### src/rtl/instr_encoder_pkg.sv
// ----------------------------------------------------------------------------
// instr_encoder_pkg
//   Shared definitions for the 9-bit ISA. The control decoder uses the same
//   package, so opcode codes and word widths stay consistent between the
//   encoder and the decoder.
//   Contents:
//     OPW, MCODEBITS  - opcode width and machine word width
//     op_t            - opcode enum (instr[8:6])
//     state_t         - encoder FSM state, also exported for debug
//     is_imm_op()     - true for opcodes whose second operand is an immediate
// ----------------------------------------------------------------------------
package instr_encoder_pkg;

    localparam int OPW       = 3;
    localparam int MCODEBITS = 9;

    typedef enum logic [OPW-1:0] {
        OP_AND   = 3'b000,
        OP_ADD   = 3'b001,
        OP_XOR   = 3'b010,
        OP_BNE   = 3'b011,
        OP_LS    = 3'b100,
        OP_RS    = 3'b101,
        OP_LOAD  = 3'b110,
        OP_STORE = 3'b111
    } op_t;

    typedef enum logic [1:0] {
        S_IDLE = 2'd0,
        S_RUN  = 2'd1,
        S_FULL = 2'd2
    } state_t;

    // add takes a signed immediate; ls/rs take an unsigned shift amount.
    function automatic logic is_imm_op(op_t op);
        return (op == OP_ADD) || (op == OP_LS) || (op == OP_RS);
    endfunction

endpackage

### src/rtl/instr_encoder_if.sv
// ----------------------------------------------------------------------------
// instr_encoder_if
//   Request stream into the encoder plus its instruction-memory write port.
//
//   Handshake: the source holds in_valid and the payload (in_op, in_ra,
//   in_rb) stable until a rising clock edge at which in_valid & in_ready are
//   both 1; that edge transfers exactly one request. in_ready may depend
//   combinationally on the encoder's start input but never on in_valid.
//
//   Write port: im_we is a one-cycle pulse per written word; im_addr and
//   im_wdata are registered and hold their last values while im_we is 0.
//
//   Modports: master = request source / memory sink, slave = encoder.
// ----------------------------------------------------------------------------
interface instr_encoder_if
    import instr_encoder_pkg::*;
#(
    parameter int PCW = 8
) ();

    logic                 in_valid;
    logic                 in_ready;
    op_t                  in_op;
    logic [3:0]           in_ra;
    logic [7:0]           in_rb;

    logic                 im_we;
    logic [PCW-1:0]       im_addr;
    logic [MCODEBITS-1:0] im_wdata;

    modport master (
        output in_valid, in_op, in_ra, in_rb,
        input  in_ready, im_we, im_addr, im_wdata
    );

    modport slave (
        input  in_valid, in_op, in_ra, in_rb,
        output in_ready, im_we, im_addr, im_wdata
    );

endinterface

### src/rtl/instr_encoder_packer.sv
// ----------------------------------------------------------------------------
// instr_field_packer
//   Combinational: packs one request into a machine word and flags whether it
//   is encodable.
//   Ports:
//     op    in   opcode
//     ra    in   first register index (4 bits, only 0..7 encodable)
//     rb    in   second register index or immediate (8 bits)
//     word  out  {op, ra[2:0], rb[2:0]}
//     legal out  1 when the request fits the 3-bit fields
// ----------------------------------------------------------------------------
module instr_field_packer
    import instr_encoder_pkg::*;
(
    input  op_t                  op,
    input  logic [3:0]           ra,
    input  logic [7:0]           rb,
    output logic [MCODEBITS-1:0] word,
    output logic                 legal
);

    logic rb_ok;

    always_comb begin
        word  = {op, ra[2:0], rb[2:0]};
        rb_ok = 1'b0;
        if (is_imm_op(op) && (op == OP_ADD)) begin
            // Signed -4..3: bits [7:2] must be a pure sign extension of bit 2.
            rb_ok = (rb[7:2] == 6'b111111) || (rb[7:2] == 6'b000000);
        end else begin
            // Register index or unsigned shift amount: 0..7.
            rb_ok = (rb[7:3] == 5'b00000);
        end
        legal = ~ra[3] & rb_ok;
    end

endmodule

### src/rtl/instr_encoder.sv
// ----------------------------------------------------------------------------
// instr_encoder
//   Accepts {op, ra, rb} requests and writes the encoded 9-bit words into
//   instruction memory at consecutive addresses starting from 0.
//   Ports:
//     Clk       in   clock, rising edge
//     Reset     in   asynchronous active-high reset
//     start     in   restart at address 0, clear count and error capture
//     bus       slave request stream + instruction-memory write port
//     count     out  words written since start (PCW+1 bits)
//     full      out  all 2**PCW words written
//     err       out  sticky: some request was dropped as unencodable
//     err_addr  out  address the first dropped request would have taken
//     dbg_state out  current FSM state
// ----------------------------------------------------------------------------
module instr_encoder
    import instr_encoder_pkg::*;
#(
    parameter int PCW = 8
) (
    input  logic           Clk,
    input  logic           Reset,
    input  logic           start,
    instr_encoder_if.slave bus,
    output logic [PCW:0]   count,
    output logic           full,
    output logic           err,
    output logic [PCW-1:0] err_addr,
    output state_t         dbg_state
);

    localparam logic [PCW-1:0] LAST_ADDR = {PCW{1'b1}};

    state_t               state;
    state_t               state_n;
    logic [PCW-1:0]       wptr;
    logic                 ready;
    logic                 accept;
    logic                 write_en;
    logic                 drop;
    logic [MCODEBITS-1:0] word;
    logic                 legal;

    logic                 we_q;
    logic [PCW-1:0]       addr_q;
    logic [MCODEBITS-1:0] wdata_q;

    instr_field_packer u_packer (
        .op    (bus.in_op),
        .ra    (bus.in_ra),
        .rb    (bus.in_rb),
        .word  (word),
        .legal (legal)
    );

    // start wins over a simultaneous request: nothing is transferred that cycle.
    assign ready    = (state == S_RUN) & ~start;
    assign accept   = bus.in_valid & ready;
    assign write_en = accept & legal;
    assign drop     = accept & ~legal;

    always_ff @(posedge Clk or posedge Reset) begin
        if (Reset) begin
            state <= S_IDLE;
        end else begin
            state <= state_n;
        end
    end

    always_comb begin
        state_n = state;
        if (start) begin
            state_n = S_RUN;
        end else if (write_en && (wptr == LAST_ADDR)) begin
            // Only a written word fills the last slot; a dropped request there
            // leaves the encoder running.
            state_n = S_FULL;
        end
    end

    always_ff @(posedge Clk or posedge Reset) begin
        if (Reset) begin
            wptr     <= '0;
            count    <= '0;
            err      <= 1'b0;
            err_addr <= '0;
            we_q     <= 1'b0;
            addr_q   <= '0;
            wdata_q  <= '0;
        end else begin
            we_q <= write_en;
            if (write_en) begin
                addr_q  <= wptr;
                wdata_q <= word;
            end
            if (start) begin
                wptr     <= '0;
                count    <= '0;
                err      <= 1'b0;
                err_addr <= '0;
            end else if (write_en) begin
                // Wraps to 0 only on the final word, after which FULL blocks input.
                wptr  <= wptr + 1'b1;
                count <= count + 1'b1;
            end else if (drop && !err) begin
                err      <= 1'b1;
                err_addr <= wptr;
            end
        end
    end

    assign bus.in_ready = ready;
    assign bus.im_we    = we_q;
    assign bus.im_addr  = addr_q;
    assign bus.im_wdata = wdata_q;
    assign full         = (state == S_FULL);
    assign dbg_state    = state;

endmodule
### src/flat_wrapper.sv
// flat-port wrapper written by rule: the top's interface ports become plain ports
module instr_encoder_flat import instr_encoder_pkg::*;
#(
    parameter int PCW = 8
)
  (Clk, Reset, start, count, full, err, err_addr, dbg_state, bus_in_valid, bus_in_op, bus_in_ra, bus_in_rb, bus_in_ready, bus_im_we, bus_im_addr, bus_im_wdata);
  instr_encoder_if #(.PCW(PCW)) bus_i ();
  input  logic Clk;
  input  logic Reset;
  input  logic start;
  output logic [PCW:0] count;
  output logic full;
  output logic err;
  output logic [PCW-1:0] err_addr;
  output state_t dbg_state;
  input wire logic [$bits(bus_i.in_valid)-1:0] bus_in_valid;
  input wire logic [$bits(bus_i.in_op)-1:0] bus_in_op;
  input wire logic [$bits(bus_i.in_ra)-1:0] bus_in_ra;
  input wire logic [$bits(bus_i.in_rb)-1:0] bus_in_rb;
  output wire logic [$bits(bus_i.in_ready)-1:0] bus_in_ready;
  output wire logic [$bits(bus_i.im_we)-1:0] bus_im_we;
  output wire logic [$bits(bus_i.im_addr)-1:0] bus_im_addr;
  output wire logic [$bits(bus_i.im_wdata)-1:0] bus_im_wdata;
  assign bus_i.in_valid = bus_in_valid;
  assign bus_i.in_op = bus_in_op;
  assign bus_i.in_ra = bus_in_ra;
  assign bus_i.in_rb = bus_in_rb;
  assign bus_in_ready = bus_i.in_ready;
  assign bus_im_we = bus_i.im_we;
  assign bus_im_addr = bus_i.im_addr;
  assign bus_im_wdata = bus_i.im_wdata;
  instr_encoder #(.PCW(PCW)) u_core (.Clk(Clk), .Reset(Reset), .start(start), .bus(bus_i), .count(count), .full(full), .err(err), .err_addr(err_addr), .dbg_state(dbg_state));
endmodule
### config.mk
export PLATFORM = sky130hd
export DESIGN_NAME = instr_encoder_flat
export DESIGN_NICKNAME = d
export VERILOG_FILES = /design/src/rtl/instr_encoder_pkg.sv /design/src/rtl/instr_encoder_if.sv /design/src/rtl/instr_encoder_packer.sv /design/src/rtl/instr_encoder.sv /design/src/flat_wrapper.sv
export SDC_FILE = /design/constraint.sdc
export NUM_CORES = 1
export LEC_CHECK = 0
export CORE_MARGIN = 5
export CORE_UTILIZATION = 30
export DETAILED_ROUTE_END_ITERATION = 16
export SLEW_MARGIN = 5
export SYNTH_ARGS = -nofsm -noshare
export SYNTH_HDL_FRONTEND = slang
export SYNTH_SLANG_ARGS = --single-unit
### constraint.sdc
create_clock -name Clk -period 1.74 [get_ports Clk]
set_clock_uncertainty 0.2 [all_clocks]
set_input_delay 0.348 -clock Clk [delete_from_list [all_inputs] [get_ports Clk]]
set_output_delay 0.348 -clock Clk [all_outputs]
set_load 0.02 [all_outputs]
# --- Word level (Yosys, flattened, before mapping) ---
# Cells that the tools add are included.
word_totals:
  register_bits: 46
  latchBits: 0
  ramBits: 0
  romBits: 0
  in_bits: 19
  output_inout_bits: 40
  elab_cells: 52
  n_memories: 0
classes:
  addsub: 2
  mul: 0
  div: 0
  n_lt_le_gt_ge: 0
  eq_ne: 8
  shift: 0
  mux: 13
  bitwise: 8
  n_reduce_logical: 13
op_table:
  columns: ["operator", "n"]
  rows:
  - ["two-way mux 8 bit", 5]
  - ["two-way mux 9 bit", 2]
  - ["adder 9 x 1 -> 9 bit, second input constant", 1]
  - ["adder 8 x 1 -> 8 bit, second input constant", 1]
  - ["equality test 8 bit, second input constant", 1]
  - ["equality test 3 bit, second input constant", 2]
  - ["equality test 6 bit, second input constant", 1]
  - ["logical NOT 6 bit", 1]
  - ["nonzero test 2 bit", 3]
  - ["bitwise AND 1 bit", 5]
  - ["logical NOT 5 bit", 1]
  - ["two-way mux 1 bit", 4]
  - ["two-way mux 2 bit", 2]
  - ["equality test 3 x 1 -> 1 bit, second input constant", 1]
  - ["logical AND 1 bit", 3]
  - ["logical OR 1 bit", 3]
  - ["inverter 1 bit", 3]
  - ["equality test 2 x 1 -> 1 bit, second input constant", 1]
  - ["equality test 2 bit, second input constant", 1]
  - ["inequality test 2 bit, second input constant", 1]
  - ["AND reduction 2 bit", 1]
  - ["logical NOT 1 bit", 1]

# --- Longest topological paths before layout ---
logic_depth:
  depth_word: 12
  depth_mapped: 9
  depth_no_buf: 6

# --- By module ---
# A second synthesis with hierarchy kept.
hier_totals:
  cells_unflattened: 192
  area_unflattened_um2: 2135.8
modules_own_cells:
  columns: ["module", "instances", "cells_per_inst", "area_per_inst_um2", "seq_area_each_um2"]
  rows:
  - ["instr_encoder", 1, 176, 2015.7, 1151.1]
  - ["instr_field_packer", 1, 16, 120.1, 0.0]

# --- Worst setup path after synthesis ---
# No wires, ideal clock.
synth_timing:
  kind: "in2reg"
  from: "in bus_in_rb[4]"
  to: "reg u_core.wptr[5]"
  setup_time_ns: 0.119
  arrival_time_ns: 1.803
  required_time_ns: 1.421
  slack_ns: -0.382
  cell_stages: 6
  n_path_buf: 1
  path_cell_list: "or4_4 nor3_4 o21ai_2 buf_2 o21a_1 o21ba_2"
synth_between:
  elab_chain_len: 6
  elab_cells_between_ends: 8
  classes_between: "eq/ne (1); mux (1); bitwise (2); reduce/logical (4)"
synth_lines:
  columns: ["element", "line", "rtl"]
  rows:
  - ["from (decl)", "flat_wrapper.sv:19", "input wire logic [$bits(bus_i.in_rb)-1:0] bus_in_rb;"]
  - ["equality test 6 bit or logical NOT 6 bit (tied branches)", "instr_encoder_packer.sv:29", "rb_ok = (rb[7:2] == 6'b111111) || (rb[7:2] == 6'b000000);"]
  - ["logical OR 1 bit", "instr_encoder_packer.sv:29", null]
  - ["two-way mux 1 bit *", "instr_encoder_packer.sv:27", "if (is_imm_op(op) && (op == OP_ADD)) begin"]
  - ["bitwise AND 1 bit *", "instr_encoder_packer.sv:34", "legal = ~ra[3] & rb_ok;"]
  - ["bitwise AND 1 bit *", "instr_encoder.sv:59", "assign write_en = accept & legal;"]
  - ["nonzero test 2 bit (no source line) *", null, null]
  - ["to (signal assigned)", "instr_encoder.sv:103", "wptr <= wptr + 1'b1;"]
  - ["to (decl)", "instr_encoder.sv:36", "logic [PCW-1:0] wptr;"]
# Every way passes the cells marked *; elsewhere a longest branch is shown, timed or not.
# A chain may end at the register's enable or synchronous reset.

# --- Worst setup path in the final report ---
layout_timing:
  from: "in bus_in_rb[4]"
  to: "reg u_core.count[5]"
layout_between:
  elab_chain_len: 6
  elab_cells_between_ends: 8
  classes_between: "eq/ne (1); mux (1); bitwise (2); reduce/logical (4)"
layout_lines:
  columns: ["element", "line", "rtl"]
  rows:
  - ["equality test 6 bit or logical NOT 6 bit (tied branches)", "instr_encoder_packer.sv:29", null]
  - ["logical OR 1 bit", "instr_encoder_packer.sv:29", null]
  - ["two-way mux 1 bit *", "instr_encoder_packer.sv:27", null]
  - ["bitwise AND 1 bit *", "instr_encoder_packer.sv:34", null]
  - ["bitwise AND 1 bit *", "instr_encoder.sv:59", null]
  - ["nonzero test 2 bit (no source line) *", null, null]
  - ["to (signal assigned)", "instr_encoder.sv:104", "count <= count + 1'b1;"]
  - ["to (decl)", "instr_encoder.sv:25", "output logic [PCW:0] count,"]
# Marked as above.

==> flow_summary.yaml <==
synthesis:
  syn-num-nets: 250
  ys_top_cells_by_area: "dfrtp_1 (53%), nand2_1 (11%), o21ai_0 (3.0%), nor2b_1 (2.6%), a31oi_1 (2.0%)"
  syn_area_per_cell_um2: 9.452
  synth.largest_area_cell: "dfrtp_1"
  synthArstFlopShare_pct: 100.0
  synth_seq_area_share_pct: 53.18
  ys_warn_count: 0
  synth_top_area_share_pct: 53.18
  syn_area_mm2: 0.002165
  netlist_instances: 229
  ys_seq_elements: 46
  synth.distinct_cells: 40
  synth_edf_count: 0
  synthFlopType: "dfrtp_1"
global_route:
  grt_pass1_wl_mm: 9.128
  grt_pass1_vias: 1943
  track_usage_pct: 12.93
  grt_start_max_net_pins: 47
  grt-ovfl-total: 0
  antenna_found_initial: 0
timing:
  tightest_slew_ns: 0.3410
  finalCriticalPeriod_ns: 1.899
  slew_viol_final: 0
  whs_ns: 0.1548
  final-setup-viol-count: 32
  fin_crit_sh_pct: 109.1
  rsz0062_at_grt: "true"
  slew_headroom_pct: 77.26
  finalHoldViolations: 0
  fin_ws_ns: -0.1590
  max_freq_ghz: 0.5266
run_status:
  status: "finished, violations left"
  failed_checks: "negative setup slack"
worst_setup_path:
  cp-startpoint: "bus_in_rb[4]"
  cp-start-kind: "input port"
  critical_path.cell_chain: "buf_6 -> or4_4 -> nor3_4 -> o21ai_4 -> buf_6 -> or3_1 -> a21oi_1"
  path_max_fanout: 7
  crit_top_cell: "buf_6"
  cp_slowest_cell: "or4_4"
  reg2reg_from: "u_core.dbg_state[1]"
  critPathArrivalTime_ns: 1.92
  path_class: "in2reg"
  critPathCaptureType: "flip-flop"
  critPathRequiredTime_ns: 1.76
  slowest_delay_ns: 0.53
detailed_routing:
  drtIter0Drc: 57
  routedWlPerCell_um: 13.30
  drc: 0
  wl_mm: 5.614
  postRouteAntennaNets: 0
  via_count: 1977
  drtPass1Iterations: 4
  vias_per_cell: 4.685
place:
  port_buffers: 58
  place_ws_ns: -0.7901
  gp_congestion: 0.7819
  dp_cells: 402
  placed_area_mm2: 0.003072
  dp_hpwl_mm: 3.838
finish:
  layout_common_cells: "nand2_1 (57), dfrtp_1 (46), dlygate4sd2_1 (40), buf_4 (31)"
  layout_commonest_cell: "nand2_1"
  drive_gt1_share_pct: 27.55
  antennaDiodeCount: 0
  stdcell_count: 422
  post-route-cell-area_mm2: 0.003338
  nets: 343
  syn2layout_area_growth_pct: 54.22
die:
  die_h_um: 94.94
  io_pins: 59
  core_mm2: 0.007137
  start_util_pct: 30.33
  die-width_um: 94.94
  dieArea_mm2: 0.009014
  row_count: 31
pwr:
  p_per_area_mw_per_mm2: 595.8
  combinationalPowerShare_pct: 10.1
  sw_frac_of_total_pct: 24.71
  p_int_w: 0.001497
  p_sw_w: 0.0004916
  peakVddDrop_mv: 0.3335
  seqPwrFrac_pct: 55.2
  p_clk_share_pct: 34.8
  power_w: 0.001989
  power.leakage_nw: 1.685
clocking:
  clk_latency_ns: 0.30
  cts_sinks: 46
  cts_tree: "built"
  cts_root_buf: "clkbuf_8"
  cts.path.max_buffers: 2
  path_clk_slew_ns: 0.08
  cts_hold_buf: 0
  cts_max_level: 2
  cts_made_buffers: 5
worst_hold_path:
  hold_path_class: "in2reg"
  worstHoldStart: "bus_in_rb[2]"
run:
  cap_violations: 0
## worst paths after layout
path | to | slack [ns] | cells past startpoint
min in group asynchronous | u_core.bus.im_wdata[5] | 0.19 | 3
max in group asynchronous | u_core.count[7] | 0.92 | 3
setup reg to reg | u_core.count[8] | -0.10 | 6
hold / removal | u_core.bus.im_wdata[2] | 0.15 | 3
setup / recovery | u_core.count[5] | -0.16 | 7
hold reg to reg | u_core.bus.im_wdata[7] | 0.27 | 2
## per-stage QoR
stage | util [%] | TNS, ns
floorplan | - | -9.637
global placement | 43.04 | -31.76
detailed placement | 43.04 | -32.39
CTS | 45.18 | -5.396
global route | 46.77 | -5.915
finish | 46.77 | -2.957
## repair_timing
item                                   in CTS  in global routing
endpoints found under the hold margin       0                  0
pin swaps                                  17                 29
setup buffers                               9                  3
gates resized for setup                    73                 33
gates cloned                                1                  1
setup endpoints to repair                  86                 47
## cells in the mapped netlist (2+ instances only)
| cell type | instances |
|---|---|
| xor2_1 | 5 |
| buf_4 | 2 |
| nor2b_1 | 9 |
| nand3_1 | 3 |
| nor3_4 | 2 |
| clkbuf_1 | 8 |
| buf_2 | 4 |
| nand4_1 | 3 |
| o31ai_1 | 2 |
| and4_1 | 2 |
| o2111ai_1 | 2 |
| o21a_1 | 2 |
| nand2_1 | 65 |
| a21oi_1 | 5 |
| or3_1 | 3 |
| nor3_1 | 2 |
| inv_1 | 5 |
| nor2_1 | 10 |
| nand3b_1 | 4 |
| dfrtp_1 | 46 |
| o21ba_2 | 2 |
| a31oi_1 | 7 |
| and3_1 | 3 |
| o211ai_1 | 4 |
| o21ai_0 | 13 |
| ha_1 | 2 |
## critical path, delay by kind of cell
family	cells	cell delay [ns]
simple gates	3	1.08
compound gates	2	0.25
buf+inv	2	0.24
## cell families after synthesis
logic type	after synthesis	synth area share [%]
adder cells (fa/ha/maj)	2	1.156
XOR/XNOR	6	2.428
AND/OR/NAND/NOR	113	25.90
AO/OA/AOI/OAI	42	12.95
buffers and inverters	19	3.873
flip-flops	46	53.18
multiplexers	1	0.5202
## sequential cells by signal, indices dropped and copies added (netlist names)
signal and cells:
u_core.dbg_state 2, u_core.bus.im_we 1, u_core.bus.im_addr 8, u_core.count 9, u_core.err 1, u_core.err_addr 8
u_core.wptr 8, u_core.bus.im_wdata 9
## layout make-up
type,count,area [µm²]
Multi-Input combinational cell,164,1055
Timing Repair Buffer,100,894.6
Sequential cell,46,1151
Inverter,5,18.77
Tap cell,99,123.9
Clock buffer,6,82.58
Fill cell,731,3799
Clock inverter,2,12.51
## routing by layer
layer	global-route usage, %	wire [µm]
met3	3.187	278
met4	4.327	63
met1	16.61	2578
met5	0	0
met2	21.26	2695
## power by group through the flow
stage          sequential (W)  clock, W  combinational [W]
4_1_cts               0.00110  0.000717           0.000193
3_5_place_dp          0.00112         0           0.000205
6_report              0.00110  0.000691           0.000200
5_1_grt               0.00110  0.000756           0.000221
2_1_floorplan         0.00114         0          0.0000611
3_3_place_gp          0.00112         0           0.000203
Note: power is estimated with default switching activity, not from simulation.
